`src/rtl/bcd_display_pkg.sv`:
```
// Shared constants for the multiplexed 2-digit display: active-low segment
// patterns, anode codes and the scan FSM state encoding.
package bcd_display_pkg;

    localparam logic [6:0] SEG_0    = 7'h40;
    localparam logic [6:0] SEG_1    = 7'h79;
    localparam logic [6:0] SEG_2    = 7'h24;
    localparam logic [6:0] SEG_3    = 7'h30;
    localparam logic [6:0] SEG_4    = 7'h19;
    localparam logic [6:0] SEG_5    = 7'h12;
    localparam logic [6:0] SEG_6    = 7'h02;
    localparam logic [6:0] SEG_7    = 7'h78;
    localparam logic [6:0] SEG_8    = 7'h00;
    localparam logic [6:0] SEG_9    = 7'h10;
    localparam logic [6:0] SEG_DASH = 7'h3F;
    localparam logic [6:0] SEG_OFF  = 7'h7F;

    localparam logic [1:0] AN_OFF   = 2'b11;
    localparam logic [1:0] AN_UNITS = 2'b10;
    localparam logic [1:0] AN_TENS  = 2'b01;

    typedef enum logic [1:0] {
        BLANK_U = 2'd0,
        SHOW_U  = 2'd1,
        BLANK_D = 2'd2,
        SHOW_D  = 2'd3
    } state_t;

endpackage

```
`src/rtl/bcd_to_7seg.sv`:
```
// Combinational BCD to active-low 7-segment decoder; non-BCD codes show a dash.
module bcd_to_7seg
    import bcd_display_pkg::*;
#(
    parameter int NBITS = 4
) (
    input  logic [NBITS-1:0] i_digit,
    output logic [6:0]       o_seg
);

    always_comb begin
        o_seg = SEG_DASH;
        case (i_digit)
            NBITS'(0): o_seg = SEG_0;
            NBITS'(1): o_seg = SEG_1;
            NBITS'(2): o_seg = SEG_2;
            NBITS'(3): o_seg = SEG_3;
            NBITS'(4): o_seg = SEG_4;
            NBITS'(5): o_seg = SEG_5;
            NBITS'(6): o_seg = SEG_6;
            NBITS'(7): o_seg = SEG_7;
            NBITS'(8): o_seg = SEG_8;
            NBITS'(9): o_seg = SEG_9;
            default:   o_seg = SEG_DASH;
        endcase
    end

endmodule

```
`src/rtl/bcd_display_mux.sv`:
```
// Two-digit multiplexed common-anode display driver with per-slot blanking guard,
// once-per-frame digit snapshot and optional leading-zero suppression.
module bcd_display_mux
    import bcd_display_pkg::*;
#(
    parameter int NBITS        = 4,
    parameter int DIGIT_CYCLES = 25000,
    parameter int BLANK_CYCLES = 500,
    parameter int LZ_BLANK     = 1
) (
    input  logic             clk,
    input  logic             reset,
    input  logic             enable,
    input  logic [NBITS-1:0] counter_u,
    input  logic [NBITS-1:0] counter_d,
    output logic [6:0]       seg,
    output logic [1:0]       an,
    output logic             frame_start
);

    localparam int CW = $clog2(DIGIT_CYCLES);
    localparam logic [CW-1:0] SLOT_LAST  = CW'(DIGIT_CYCLES - 1);
    localparam logic [CW-1:0] BLANK_LAST = CW'(BLANK_CYCLES - 1);

    logic [CW-1:0]    r_count;
    state_t           r_state;
    state_t           w_stateNext;
    logic             r_first;
    logic [NBITS-1:0] r_snapU;
    logic [NBITS-1:0] r_snapD;
    logic [6:0]       r_seg;
    logic [1:0]       r_an;
    logic             r_frameStart;
    logic             w_slotEnd;
    logic             w_snapTake;
    logic [NBITS-1:0] w_digit;
    logic [6:0]       w_decSeg;
    logic [6:0]       w_segNext;
    logic [1:0]       w_anNext;

    assign w_slotEnd  = (r_count == SLOT_LAST);
    assign w_snapTake = r_first || (r_state == SHOW_D && w_slotEnd);

    always_ff @(posedge clk or negedge reset) begin
        if (!reset) begin
            r_count <= '0;
            r_first <= 1'b1;
            r_snapU <= '0;
            r_snapD <= '0;
        end else begin
            r_count <= w_slotEnd ? '0 : r_count + CW'(1);
            r_first <= 1'b0;
            if (w_snapTake) begin
                r_snapU <= counter_u;
                r_snapD <= counter_d;
            end
        end
    end

    always_ff @(posedge clk or negedge reset) begin
        if (!reset) begin
            r_state <= BLANK_U;
        end else begin
            r_state <= w_stateNext;
        end
    end

    always_comb begin
        w_stateNext = r_state;
        case (r_state)
            BLANK_U: if (r_count == BLANK_LAST) w_stateNext = SHOW_U;
            SHOW_U:  if (w_slotEnd)             w_stateNext = BLANK_D;
            BLANK_D: if (r_count == BLANK_LAST) w_stateNext = SHOW_D;
            SHOW_D:  if (w_slotEnd)             w_stateNext = BLANK_U;
            default:                            w_stateNext = BLANK_U;
        endcase
    end

    // One shared decoder; the tens snapshot is only routed to it in the tens slot.
    assign w_digit = (r_state == SHOW_D) ? r_snapD : r_snapU;

    bcd_to_7seg #(
        .NBITS(NBITS)
    ) u_decoder (
        .i_digit(w_digit),
        .o_seg  (w_decSeg)
    );

    always_comb begin
        w_segNext = SEG_OFF;
        w_anNext  = AN_OFF;
        if (enable) begin
            case (r_state)
                SHOW_U: begin
                    w_segNext = w_decSeg;
                    w_anNext  = AN_UNITS;
                end
                SHOW_D: begin
                    if (!(LZ_BLANK != 0 && r_snapD == '0)) begin
                        w_segNext = w_decSeg;
                        w_anNext  = AN_TENS;
                    end
                end
                default: begin
                    w_segNext = SEG_OFF;
                    w_anNext  = AN_OFF;
                end
            endcase
        end
    end

    always_ff @(posedge clk or negedge reset) begin
        if (!reset) begin
            r_seg        <= SEG_OFF;
            r_an         <= AN_OFF;
            r_frameStart <= 1'b0;
        end else begin
            r_seg        <= w_segNext;
            r_an         <= w_anNext;
            r_frameStart <= w_snapTake;
        end
    end

    assign seg         = r_seg;
    assign an          = r_an;
    assign frame_start = r_frameStart;

endmodule

```
`config.mk`:
```
export PLATFORM = sky130hd
export DESIGN_NAME = bcd_display_mux
export DESIGN_NICKNAME = d
export VERILOG_FILES = /design/src/rtl/bcd_display_pkg.sv /design/src/rtl/bcd_to_7seg.sv /design/src/rtl/bcd_display_mux.sv
export SDC_FILE = /design/constraint.sdc
export NUM_CORES = 1
export LEC_CHECK = 0
export CORE_MARGIN = 2
export CORE_UTILIZATION = 52
export DETAILED_ROUTE_END_ITERATION = 10
export PLACE_DENSITY = 0.75
export SKIP_CTS_REPAIR_TIMING = 1
export SYNTH_ARGS = -nofsm -noshare
export SYNTH_HDL_FRONTEND = slang
export SYNTH_SLANG_ARGS = --single-unit
```
`constraint.sdc`:
```
create_clock -name clk -period 6.05 [get_ports clk]
set_clock_uncertainty 0.05 [all_clocks]
set_input_delay 0.605 -clock clk [delete_from_list [all_inputs] [get_ports clk]]
set_output_delay 0.605 -clock clk [all_outputs]
set_load 0.03 [all_outputs]
```
==> results of run 1 <==
## area by class of cell
| class | instances | area [um^2] |
|---|---|---|
| Clock buffer | 6 | 51.3 |
| Clock inverter | 2 | 10.0 |
| Fill cell | 282 | 1220 |
| Inverter | 6 | 22.5 |
| Multi-Input combinational cell | 109 | 798 |
| Sequential cell | 36 | 913 |
| Tap cell | 46 | 57.6 |
| Timing Repair Buffer | 21 | 208 |
## power by group through the flow
stage               clock, mW  sequential, mW  combinational, mW
CTS                     0.140           0.251             0.0416
detailed placement          0           0.256             0.0411
floorplan                   0           0.255             0.0245
finish                  0.135           0.251             0.0410
global placement            0           0.255             0.0395
global route            0.153           0.252             0.0467
## cells by family (layout without fill, tap and decap cells)
kind of cell               Yosys count  count (layout)
and+or+nand+nor                     52              52
DFF                                 36              36
AOI/OAI and AO/OA                   19              19
muxes                               16              16
xor gates and xnor gates            12              12
adders and majority gates            9               9
buffers and inverters                9              35
other                                1               1
## cell usage in the layout, fill, tap and decap left out
| master | count |
|---|---|
| nand2_1 | 9 |
| clkbuf_8 | 1 |
| nand4_1 | 3 |
| nor4_1 | 3 |
| a21oi_4 | 1 |
| o22ai_1 | 1 |
| o31ai_1 | 1 |
| inv_1 | 6 |
| nor4bb_1 | 1 |
| dfstp_2 | 10 |
| nor3_1 | 3 |
| nor4b_1 | 2 |
| or4_1 | 1 |
| mux2i_1 | 4 |
| o21a_1 | 1 |
| ha_1 | 9 |
| and2b_1 | 1 |
| and4b_1 | 1 |
| clkinv_2 | 2 |
| and2_1 | 2 |
| mux2_2 | 12 |
| nor4bb_2 | 1 |
| buf_4 | 1 |
| clkbuf_4 | 5 |
| nor2_1 | 14 |
| nand2b_1 | 1 |
| xor2_1 | 7 |
| a21o_1 | 1 |
| a21oi_1 | 7 |
| and3_1 | 1 |
| conb_1 | 1 |
| clkdlybuf4s50_1 | 20 |
| nand3_1 | 8 |
| a41o_2 | 1 |
| nor3b_1 | 1 |
| xnor2_1 | 5 |
| dfrtp_1 | 26 |
| o21ai_0 | 6 |
## worst paths after layout
check                                         end  slack [ns]  depth (start not counted)
min                          r_count[0]$_DFF_PN0_        0.41                          1
max reg2reg                r_state[1]$_DFFE_PN0P_        3.84                          5
max                        r_state[1]$_DFFE_PN0P_        3.84                          5
min in group asynchronous    r_count[6]$_DFF_PN0_        0.60                          2
min reg2reg                  r_count[0]$_DFF_PN0_        0.41                          1
max in group asynchronous         an[0]$_DFF_PN1_        5.01                          2
## registers in the layout (all words and copies together) (netlist names)
| register | flops |
|---|---|
| r_count | 15 |
| seg | 7 |
| r_snapD | 4 |
| r_snapU | 4 |
| an | 2 |
| r_state | 2 |
| frame_start | 1 |
| r_first | 1 |
## routing by layer
layer	GRT usage	wire length (um)	vias to the layer above	part of all wire
li1	-	-	587	-
met1	0.245	1420	568	0.47
met2	0.283	1390	39	0.46
met3	0.0580	186	5	0.061
met4	0.0667	49	0	0.016
met5	0	0	-	0
## per-stage QoR
| step | setup WS, ns | cell area (um^2) |
|---|---|---|
| 2_1_floorplan | 4.16 | 1760 |
| 3_3_place_gp | 3.99 | 2000 |
| 3_5_place_dp | 3.84 | 2000 |
| 4_1_cts | 3.82 | 2060 |
| 5_1_grt | 3.69 | 2060 |
| 6_report | 3.84 | 2060 |
==> impl_metrics.tcl, run 1 <==
set metrics [dict create \
    cts_sinks 36 \
    p_total_mw 0.428 \
    clk_latency_ns 0.34 \
    dieArea_um2 3870 \
    clk_pin_slew_ns 0.10 \
    io_buffers 20 \
    p_leak_nw 0.868 \
    drtAntennaViolNets 0 \
    critPathMaxStageDelay_ns 0.51 \
    coreArea_um2 3280 \
    grt_pass1_wl_um 5510 \
    period_needed_ns 2.21 \
    finish.utilization 0.627 \
    finalHoldViolations 0 \
    cts_root_buffer "clkbuf_4" \
    synthesis.nets 174 \
    start_kind "register" \
    synth_area_leaders "dfrtp_1, dfstp_2, mux2_2, ha_1, xor2_1" \
    fin_crit_sh 0.366 \
    yosys_most_used_dff "dfrtp_1" \
    whs_ns 0.412 \
    share_comb_of_total_power 0.096 \
    drv_cap 0 \
    switching_share 0.247 \
    cp.arrival_ns 2.40 \
    critPathKind "reg -> reg" \
    synthCells 154 \
    grt_pass1_vias 1195 \
    fin_nets 199 \
    syn2layout_area_growth_pct 17.1 \
    dp_hpwl_um 2200 \
    synth_top_area_cell "dfrtp_1" \
    synth_common_cells "dfrtp_1, nor2_1, mux2_2" \
    crit_slowest_cell "and4b_1" \
    syn-cell-area_um2 1760 \
    synth_top_area_share 0.370 \
    seq_power_share 0.587 \
    first_iter_violations 48 \
    drive_gt1_frac 0.189 \
    synthXorXnorAreaFrac 0.0597 \
    setup_viol 0 \
    cts_tree "yes" \
    tns_ns 0 \
    slew_headroom 0.629 \
    p_int_mw 0.322 \
    synth-seq-cells 36 \
    synthAdderAreaFrac 0.0640 \
    htreeDepth 2 \
    vias_per_cell 5.31 \
    muxShareOfSynthArea 0.0995 \
    hold_path.class "reg -> reg" \
    critical_path.startpoint "r_count[0]$_DFF_PN0_" \
    rsz0062_at_grt "no" \
    avgSynthCellArea_um2 11.4 \
    cp_max_fo 10 \
    ir_drop_mv 0.138 \
    seq_area_frac_synth 0.519 \
    antenna_found_initial 0 \
    gp_congestion 0.894 \
    path_cells "ha_1 > nor4bb_2 > and4b_1 > o21a_1 > mux2_2" \
    die_h_um 62.2 \
    synth_warnings 0 \
    path_buf_inv 0 \
    drv_slew 0 \
    wire_per_inst_um 13.5 \
    grt.total_usage 0.183 \
    layoutNonFillerInstCount 226 \
    synth_top_family_by_area "simple AND/OR/NAND/NOR gates" \
    dp_cells 218 \
    drc_errors 0 \
    cts_buffers 5 \
    postSynth.asyncResetShare 1.00 \
    wirelength_um 3040 \
    pin_count 21 \
    worst_pin_slew_ns 0.556 \
    status "complete, no violations" \
    required_ns 6.23 \
    antenna_cells 0 \
    r2r_start "r_count[0]$_DFF_PN0_" \
    endpoint_kind "register" \
    path_delay_family "simple AND/OR/NAND/NOR gates" \
    synth_compound_area_frac 0.0689 \
    cts_buffer_depth 2 \
    grt_start_max_net_pins 37 \
    drtPass1Iterations 4 \
    switching_power_mw 0.106 \
    num_vias 1199 \
    die_w_um 62.2 \
    power_frac_clock 0.317 \
    fmax_ghz 0.452 \
    yosysUniqueCellTypes 35 \
    synth.most_common_cell "dfrtp_1" \
    initial_core_util 0.536 \
    synth-edff-count 0 \
    yosys.area_share.simple 0.159 \
    overflow 0 \
    num_rows 21 \
    min_from "r_count[0]$_DFF_PN0_" \
    cellPowerDensity_nw_per_um2 208 \
]
No activity file was read; power rests on OpenSTA's default activity.
==> inputs of run 2 (changes only) <==
==> constraint.sdc (replaced) <==
create_clock -name clk -period 2.15 [get_ports clk]
set_clock_uncertainty 0.05 [all_clocks]
set_input_delay 0.215 -clock clk [delete_from_list [all_inputs] [get_ports clk]]
set_output_delay 0.215 -clock clk [all_outputs]
set_load 0.03 [all_outputs]
==> run 2 against run 1 <==
- routed wire length increased by 0.46%
- clock-buffer cell count up 2
- hold slack lost 0.19 ns
- global-route usage shrank 0.39 points
- final area up 1.0%
- die area did not move
- power rose to 2.8 times the previous value
- clock power grew to 2.8 times the previous value
- combinational power increased to 2.8 times the previous value
- critical path depth unchanged
==> impl_metrics.tcl, run 2 (synthesis results as in run 1) <==
set metrics [dict create \
    drive_gt1_frac 0.197 \
    final_common_cell "dfrtp_1" \
    drv_slew 0 \
    cts_root_buffer "clkbuf_4" \
    grt_pass1_vias 1218 \
    fin_crit_sh 0.935 \
    initial_core_util 0.536 \
    path_cells "ha_1 > nor4bb_2 > and4b_2 > a21oi_4 > mux2_2" \
    wirelength_um 3060 \
    dieArea_um2 3870 \
    crit_slowest_cell "dfrtp_1" \
    switching_share 0.238 \
    io_buffers 20 \
    p_int_mw 0.912 \
    drv_cap 0 \
    p_leak_nw 0.878 \
    cp.arrival_ns 2.19 \
    multi_input_area_um2 800 \
    dp_hpwl_um 2180 \
    seq_area_um2 913 \
    finish.utilization 0.634 \
    critPathKind "reg -> reg" \
    fin_nets 202 \
    cellPowerDensity_nw_per_um2 575 \
    syn2layout_area_growth_pct 18.3 \
    grt.total_usage 0.180 \
    cts_buffers 5 \
    finalHoldViolations 0 \
    seq_power_share 0.591 \
    overflow 0 \
    switching_power_mw 0.284 \
    antenna_found_initial 0 \
    cp_max_fo 9 \
    die_w_um 62.2 \
    drtAntennaViolNets 0 \
    critPathMaxStageDelay_ns 0.41 \
    cts_buffer_depth 2 \
    htreeDepth 2 \
    r2r_start "r_count[0]$_DFF_PN0_" \
    power_frac_clock 0.313 \
    start_kind "register" \
    final_cell_mix "dfrtp_1, clkdlybuf4s50_1, nor2_1, mux2_2, dfstp_2" \
    vias_per_cell 5.36 \
    die_h_um 62.2 \
    num_vias 1228 \
    status "complete, no violations" \
    clk_latency_ns 0.34 \
    cts_sinks 36 \
    whs_ns 0.223 \
    gp_congestion 0.836 \
    antenna_cells 0 \
    fmax_ghz 0.497 \
    num_rows 21 \
    drtPass1Iterations 4 \
    tns_ns 0 \
    hold_path.class "in -> async" \
    regMostFlops "r_count" \
    grt_pass1_wl_um 5440 \
    pin_count 21 \
    largest_reg_flops 15 \
    setup_viol 0 \
    drc_errors 0 \
    ir_drop_mv 0.333 \
    coreArea_um2 3280 \
    fill_cells 274 \
    grt_start_max_net_pins 37 \
    wire_per_inst_um 13.3 \
    endpoint_kind "register" \
    critical_path.startpoint "r_count[0]$_DFF_PN0_" \
    rsz0062_at_grt "no" \
    required_ns 2.33 \
    clk_pin_slew_ns 0.10 \
    period_needed_ns 2.01 \
    share_comb_of_total_power 0.096 \
    cts_tree "yes" \
    first_iter_violations 23 \
]
==> run 2: cell types whose count changed in the layout (fill, tap and decap cells not counted), sizes merged <==
cell / delta
buf: +3
clkbuf: +2
clkinv: -2
==> run 2: critical path, delay by kind of cell (launching register included) <==
| family | cells | cell delay (ns) |
|---|---|---|
| flip-flops | 1 | 0.41 |
| adder cells (fa/ha/maj) | 1 | 0.25 |
| AO/OA/AOI/OAI | 1 | 0.32 |
| AND/OR/NAND/NOR | 2 | 0.50 |
| multiplexers | 1 | 0.37 |
==> run 2: through the flow <==
step,setup WS [ns],cell area [um^2],total power [mW],instances
floorplan,0.258,1760,0.787,154
global placement,0.185,2020,0.830,221
detailed placement,0.110,2020,0.835,221
CTS,0.0908,2080,1.21,229
global route,0.0306,2080,1.26,229
finish,0.139,2080,1.20,229
==> run 2: per-layer routing <==
metal	vias to the layer above	global-route usage	part of all wire
li1	594	-	-
met1	589	0.222	0.47
met2	38	0.283	0.46
met3	7	0.0670	0.052
met4	0	0.0778	0.019
met5	-	0	0
==> run 2: final timing paths <==
| kind | depth (start not counted) | slack (ns) | to |
|---|---|---|---|
| worst max register to register | 5 | 0.14 | r_snapU[1]$_DFFE_PN0P_ |
| worst min-delay path | 2 | 0.22 | r_count[6]$_DFF_PN0_ |
| worst max-delay path | 5 | 0.14 | r_snapU[1]$_DFFE_PN0P_ |
| min in group clk | 2 | 0.38 | an[0]$_DFF_PN1_ |
| max in group asynchronous | 2 | 1.48 | seg[1]$_DFF_PN1_ |
| worst min register to register | 1 | 0.41 | r_count[0]$_DFF_PN0_ |
==> run 2: area by class of cell <==
type | count | area share
well taps | 46 | 0.0276
multi-input cells | 109 | 0.384
inverters | 6 | 0.0108
repair buffers | 24 | 0.111
clock buffers | 8 | 0.0282
flip-flops and latches | 36 | 0.439
==> run 2: power by group through the flow <==
stage	clock, mW	combinational, mW	sequential (mW)
3_3_place_gp	0	0.111	0.719
5_1_grt	0.423	0.129	0.710
2_1_floorplan	0	0.0689	0.718
4_1_cts	0.389	0.117	0.707
3_5_place_dp	0	0.116	0.719
6_report	0.374	0.115	0.707
==> inputs of run 3 (changes only) <==
--- a/config.mk
+++ b/config.mk
@@ -10,6 +10,7 @@
 export DETAILED_ROUTE_END_ITERATION = 10
 export PLACE_DENSITY = 0.75
 export SKIP_CTS_REPAIR_TIMING = 1
+export SLEW_MARGIN = 10
 export SYNTH_ARGS = -nofsm -noshare
 export SYNTH_HDL_FRONTEND = slang
 export SYNTH_SLANG_ARGS = --single-unit
==> results of run 3 <==
Final layout, timing and power as in run 2 (identical DEF).
